===== src/rtl/load_store_unit.sv =====
// Single-entry load/store unit: accepts one instruction from the LS issue queue, performs the
// memory access and, for loads, broadcasts the result on the CDB. Tracks errors and completion counts.
module load_store_unit #(
  parameter int unsigned CNT_W       = 16,
  parameter int unsigned MEM_TIMEOUT = 255
) (
  input  logic             Clk,
  input  logic             Rst_n,
  input  logic             IssueQue_Ready,
  input  logic             IssueQue_Opcode,
  input  logic [31:0]      IssueQue_Address,
  input  logic [31:0]      IssueQue_Data,
  input  logic [4:0]       IssueQue_Rd_Tag,
  output logic             Issueblk_Issue,
  input  logic             RB_Flush_Valid,
  output logic             Mem_Req,
  output logic             Mem_We,
  output logic [31:0]      Mem_Addr,
  output logic [31:0]      Mem_Wdata,
  input  logic [31:0]      Mem_Rdata,
  input  logic             Mem_Ack,
  output logic             LSU_Cdb_Req,
  output logic [4:0]       LSU_Cdb_Tag,
  output logic [31:0]      LSU_Cdb_Data,
  input  logic             CDB_Grant,
  output logic             LSU_Store_Done,
  output logic             LSU_Error,
  output logic [CNT_W-1:0] LSU_Load_Cnt,
  output logic [CNT_W-1:0] LSU_Store_Cnt
);

  localparam int unsigned WAIT_W = 8;
  localparam logic [WAIT_W-1:0] WAIT_LAST = WAIT_W'(MEM_TIMEOUT - 1);

  typedef enum logic [1:0] {
    IDLE = 2'd0,
    MEM  = 2'd1,
    CDB  = 2'd2
  } state_t;

  state_t             state, state_nxt;
  logic               is_load, is_load_nxt;
  logic               kill, kill_nxt;
  logic [WAIT_W-1:0]  wait_cnt, wait_nxt;
  logic               req_nxt, we_nxt, cdb_req_nxt, done_nxt, err_nxt;
  logic [31:0]        addr_nxt, wdata_nxt, cdb_data_nxt;
  logic [4:0]         tag_nxt;
  logic [CNT_W-1:0]   load_cnt_nxt, store_cnt_nxt;
  logic               issue;
  logic               aligned;

  // Held off during reset so nothing is handed over while the unit is being cleared.
  assign issue          = Rst_n & IssueQue_Ready & (state == IDLE) & ~RB_Flush_Valid;
  assign Issueblk_Issue = issue;
  assign aligned        = (IssueQue_Address[1:0] == 2'b00);

  // State and datapath registers.
  always_ff @(posedge Clk or negedge Rst_n) begin
    if (!Rst_n) begin
      state          <= IDLE;
      is_load        <= 1'b0;
      kill           <= 1'b0;
      wait_cnt       <= '0;
      Mem_Req        <= 1'b0;
      Mem_We         <= 1'b0;
      Mem_Addr       <= '0;
      Mem_Wdata      <= '0;
      LSU_Cdb_Req    <= 1'b0;
      LSU_Cdb_Tag    <= '0;
      LSU_Cdb_Data   <= '0;
      LSU_Store_Done <= 1'b0;
      LSU_Error      <= 1'b0;
      LSU_Load_Cnt   <= '0;
      LSU_Store_Cnt  <= '0;
    end else begin
      state          <= state_nxt;
      is_load        <= is_load_nxt;
      kill           <= kill_nxt;
      wait_cnt       <= wait_nxt;
      Mem_Req        <= req_nxt;
      Mem_We         <= we_nxt;
      Mem_Addr       <= addr_nxt;
      Mem_Wdata      <= wdata_nxt;
      LSU_Cdb_Req    <= cdb_req_nxt;
      LSU_Cdb_Tag    <= tag_nxt;
      LSU_Cdb_Data   <= cdb_data_nxt;
      LSU_Store_Done <= done_nxt;
      LSU_Error      <= err_nxt;
      LSU_Load_Cnt   <= load_cnt_nxt;
      LSU_Store_Cnt  <= store_cnt_nxt;
    end
  end

  // Next-state and next-output logic.
  always_comb begin
    state_nxt     = state;
    is_load_nxt   = is_load;
    kill_nxt      = kill;
    wait_nxt      = wait_cnt;
    req_nxt       = 1'b0;
    we_nxt        = Mem_We;
    addr_nxt      = Mem_Addr;
    wdata_nxt     = Mem_Wdata;
    cdb_req_nxt   = 1'b0;
    tag_nxt       = LSU_Cdb_Tag;
    cdb_data_nxt  = LSU_Cdb_Data;
    done_nxt      = 1'b0;
    err_nxt       = LSU_Error;
    load_cnt_nxt  = LSU_Load_Cnt;
    store_cnt_nxt = LSU_Store_Cnt;

    unique case (state)
      IDLE: begin
        if (issue) begin
          if (aligned) begin
            state_nxt   = MEM;
            is_load_nxt = IssueQue_Opcode;
            kill_nxt    = 1'b0;
            wait_nxt    = '0;
            req_nxt     = 1'b1;
            we_nxt      = ~IssueQue_Opcode;
            addr_nxt    = {IssueQue_Address[31:2], 2'b00};
            wdata_nxt   = IssueQue_Data;
            tag_nxt     = IssueQue_Rd_Tag;
          end else begin
            err_nxt = 1'b1;
          end
        end
      end

      MEM: begin
        if (Mem_Ack) begin
          state_nxt = IDLE;
          if (is_load) begin
            // A flush on the ack cycle kills the load just like an earlier one.
            if (!(kill || RB_Flush_Valid)) begin
              state_nxt    = CDB;
              cdb_req_nxt  = 1'b1;
              cdb_data_nxt = Mem_Rdata;
            end
          end else begin
            done_nxt      = 1'b1;
            store_cnt_nxt = LSU_Store_Cnt + CNT_W'(1);
          end
          kill_nxt = 1'b0;
        end else if (wait_cnt == WAIT_LAST) begin
          state_nxt = IDLE;
          err_nxt   = 1'b1;
          kill_nxt  = 1'b0;
        end else begin
          req_nxt  = 1'b1;
          wait_nxt = wait_cnt + WAIT_W'(1);
          if (is_load && RB_Flush_Valid) kill_nxt = 1'b1;
        end
      end

      CDB: begin
        // Grant beats a coincident flush: the result has already been taken.
        if (CDB_Grant) begin
          state_nxt    = IDLE;
          load_cnt_nxt = LSU_Load_Cnt + CNT_W'(1);
        end else if (RB_Flush_Valid) begin
          state_nxt = IDLE;
        end else begin
          cdb_req_nxt = 1'b1;
        end
      end

      default: state_nxt = IDLE;
    endcase
  end

endmodule


===== config.mk =====
export PLATFORM = sky130hd
export DESIGN_NAME = load_store_unit
export DESIGN_NICKNAME = d
export VERILOG_FILES = /design/src/rtl/load_store_unit.sv
export SDC_FILE = /design/constraint.sdc
export NUM_CORES = 1
export LEC_CHECK = 0
export CORE_UTILIZATION = 45
export DETAILED_ROUTE_END_ITERATION = 6
export HOLD_SLACK_MARGIN = 0.03
export PLACE_DENSITY = 0.81
export SYNTH_ARGS = -nofsm -noshare
export SYNTH_HDL_FRONTEND = slang
export SYNTH_SLANG_ARGS = --single-unit

===== constraint.sdc =====
create_clock -name Clk -period 3.6 [get_ports Clk]
set_clock_uncertainty 0.05 [all_clocks]
set_input_delay 0.36 -clock Clk [delete_from_list [all_inputs] [get_ports Clk]]
set_output_delay 0.36 -clock Clk [all_outputs]
set_load 0.02 [all_outputs]

==> results.cfg <==
[sta]
max_freq_ghz = 0.400
setup_ws_ns = 1.10
tightest_slew_ns = 0.933
holdWs_ns = 0.156
finalSetupViolations = 0
rsz0062_at_grt = false
fin_setup_tns_ns = 0
slew_viol_final = 0
finalCritPeriodShare = 0.694
hold_viol = 0
min_period_ns = 2.50
maxSlewHeadroom = 0.378

[die]
die_x_um = 120
coreArea_um2 = 13500
num_rows = 42
die_height_um = 120
start_util = 0.468
top_level_ports = 247
die-area_um2 = 14500

[synth]
yosysWarnings = 0
syn_area_um2 = 6290
synth_edf_count = 0
synth_ff_type = dfrtp_1
yosysUniqueCellTypes = 48
synthArstFlopShare = 1.00
yosysSeqAreaShare = 0.589
syn_avg_cell_area_um2 = 14.7
netlist_instances = 428
synth_seq_cells = 148

[worst_setup_path]
path_max_fanout = 4
reg2reg_slack_ns = 1.26
cp-end-kind = output port
critPathKind = reg -> out
cp_data_required_time_ns = 3.19
worst_setup_path_start_kind = register
cp.arrival_ns = 2.09

[placed_design]
globalplace.congestion = 0.771
place_ws_ns = 1.03
hpwl_um = 10800
portBuffers = 244

[clock_network]
cts_tree = yes
path_clk_slew_ns = 0.06
cts_buffers = 17
postCtsHoldBufs = 0
clk_latency_ns = 0.41
htreeDepth = 4
cts_resized = 0
post_cts_buffers = 0
cts_buffer_depth = 2
cts_root_buf = clkbuf_16
cts_sinks = 148

[power]
cellPowerDensity_nw_per_um2 = 708
power_mw = 6.72
ir_drop_mv = 0.428
p_leak_nw = 4.36

[layout]
drive_gt1_frac = 0.218
syn2layout_area_growth_pct = 50.9
fin_nets = 796
area.sequential_um2 = 3700
fill_cells = 970
multi_input_area_um2 = 2430
diodes = 0

[detailed_routing]
wl_per_cell_um = 17.2
drc = 0
first_pass_iters = 5
drt-total-wl_um = 15000
routed_via_density = 5.04
ant_nets = 0
vias = 4384
drtIter0Drc = 286

[global_routing]
track_usage = 0.217
grt_pass1_vias = 4759
grt-ovfl-total = 0
antenna_found_initial = 0
grt_max_degree = 77
grt_pass1_wl_um = 24100

[hold_path]
hold_path_class = in -> async

[outcome]
outcome = complete, no violations

[job]
max_cap_viol_count = 0
-- layout make-up --
type | instances | share of cell area
multi-input cells | 257 | 0.256
flip-flops and latches | 148 | 0.390
repair buffers | 249 | 0.263
clock inverters | 15 | 0.0199
clock buffers | 17 | 0.0448
well taps | 176 | 0.0232
inverters | 8 | 0.00316
-- power by group --
| part | switching [mW] | internal (mW) | leakage, nW |
|---|---|---|---|
| Combinational | 1.09 | 1.37 | 2.15 |
| Clock | 0.674 | 1.15 | 0.294 |
| Sequential | 0.301 | 2.13 | 1.92 |
| Total | 2.07 | 4.65 | 4.36 |
-- placed cells by master (no fill, tap or decap), types with 4 or more instances in the layout --
master	instances
nand4_1	8
o21ai_0	6
clkdlybuf4s50_1	243
and3_1	7
clkinvlp_4	4
nor2_1	11
clkinv_2	6
inv_1	7
clkbuf_16	17
bufinv_16	4
and4_1	4
mux2_4	55
nand3_1	12
dfrtp_1	148
ha_1	7
buf_4	4
xor2_1	9
xnor2_1	21
mux2_2	47
a31oi_1	9
nand2_1	20
-- critical path, stage by stage (launching register included) --
cell and delay [ns]:
dfrtp_1 0.40, inv_1 0.09, ha_1 0.28, nand4b_4 0.16, inv_2 0.10, clkdlybuf4s50_1 0.63
-- metal layers --
layer | GRT usage | vias to the layer above | share of wire
met5 | 0 | - | 0
met4 | 0.0988 | 0 | 0.024
met3 | 0.0698 | 27 | 0.078
met2 | 0.361 | 186 | 0.51
met1 | 0.255 | 2159 | 0.39
li1 | - | 2012 | -
-- kinds of logic (layout without fill, tap and decap cells) --
kind of cell	Yosys count	in the layout	synth area share
fa+ha+maj	7	7	0.0139
other cells	1	2	0.000596
compound gates	34	34	0.0378
mux	103	103	0.217
xor+xnor	30	30	0.0418
flops	148	148	0.589
buf+inv	24	289	0.0263
simple gates	81	81	0.0738
-- sequential cells by signal (all words and copies together), names as in the netlist --
signal          cells
is_load             1
LSU_Cdb_Tag         5
Mem_Req             1
Mem_We              1
LSU_Store_Cnt      16
Mem_Addr           30
wait_cnt            8
LSU_Error           1
LSU_Load_Cnt       16
kill                1
state               2
LSU_Store_Done      1
Mem_Wdata          32
LSU_Cdb_Data       32
LSU_Cdb_Req         1
-- synthesized netlist by cell type, drive strengths merged, types with 2 or more instances --
cell    number  share of area
nor3b        2         0.0032
and3         7         0.0070
nand2b       2         0.0020
xor2         9          0.013
o21ai        8         0.0076
buf         15          0.021
o31ai        3         0.0036
and4         4         0.0056
dfrtp      148           0.59
nor2        12         0.0076
a31oi        9         0.0089
inv          8         0.0048
nand2       21          0.013
nand3       12         0.0095
mux2       103           0.22
nand4b       2         0.0052
xnor2       21          0.029
ha           7          0.014
and4b        2         0.0032
a21oi        4         0.0050
and2         3         0.0030
or2          2         0.0020
nand4        8         0.0080
a21o         2         0.0024
-- metrics by stage --
stage	std cells	utilization	area [um2]
floorplan	429	-	6290
global placement	838	0.660	8880
detailed placement	838	0.660	8880
CTS	870	0.706	9500
global route	870	0.706	9500
finish	870	0.706	9500
-- worst paths after layout --
kind | startpoint | end | cells past startpoint
setup / recovery | state[0] | Issueblk_Issue | 5
hold / removal | Rst_n | LSU_Store_Cnt[1] | 2
setup reg to reg | state[0] | LSU_Cdb_Tag[1] | 7
hold reg to reg | LSU_Error | LSU_Error | 1
max in group asynchronous | Rst_n | LSU_Error | 2
min in group Clk | LSU_Error | LSU_Error | 1
(Power assumes the default switching activity.)
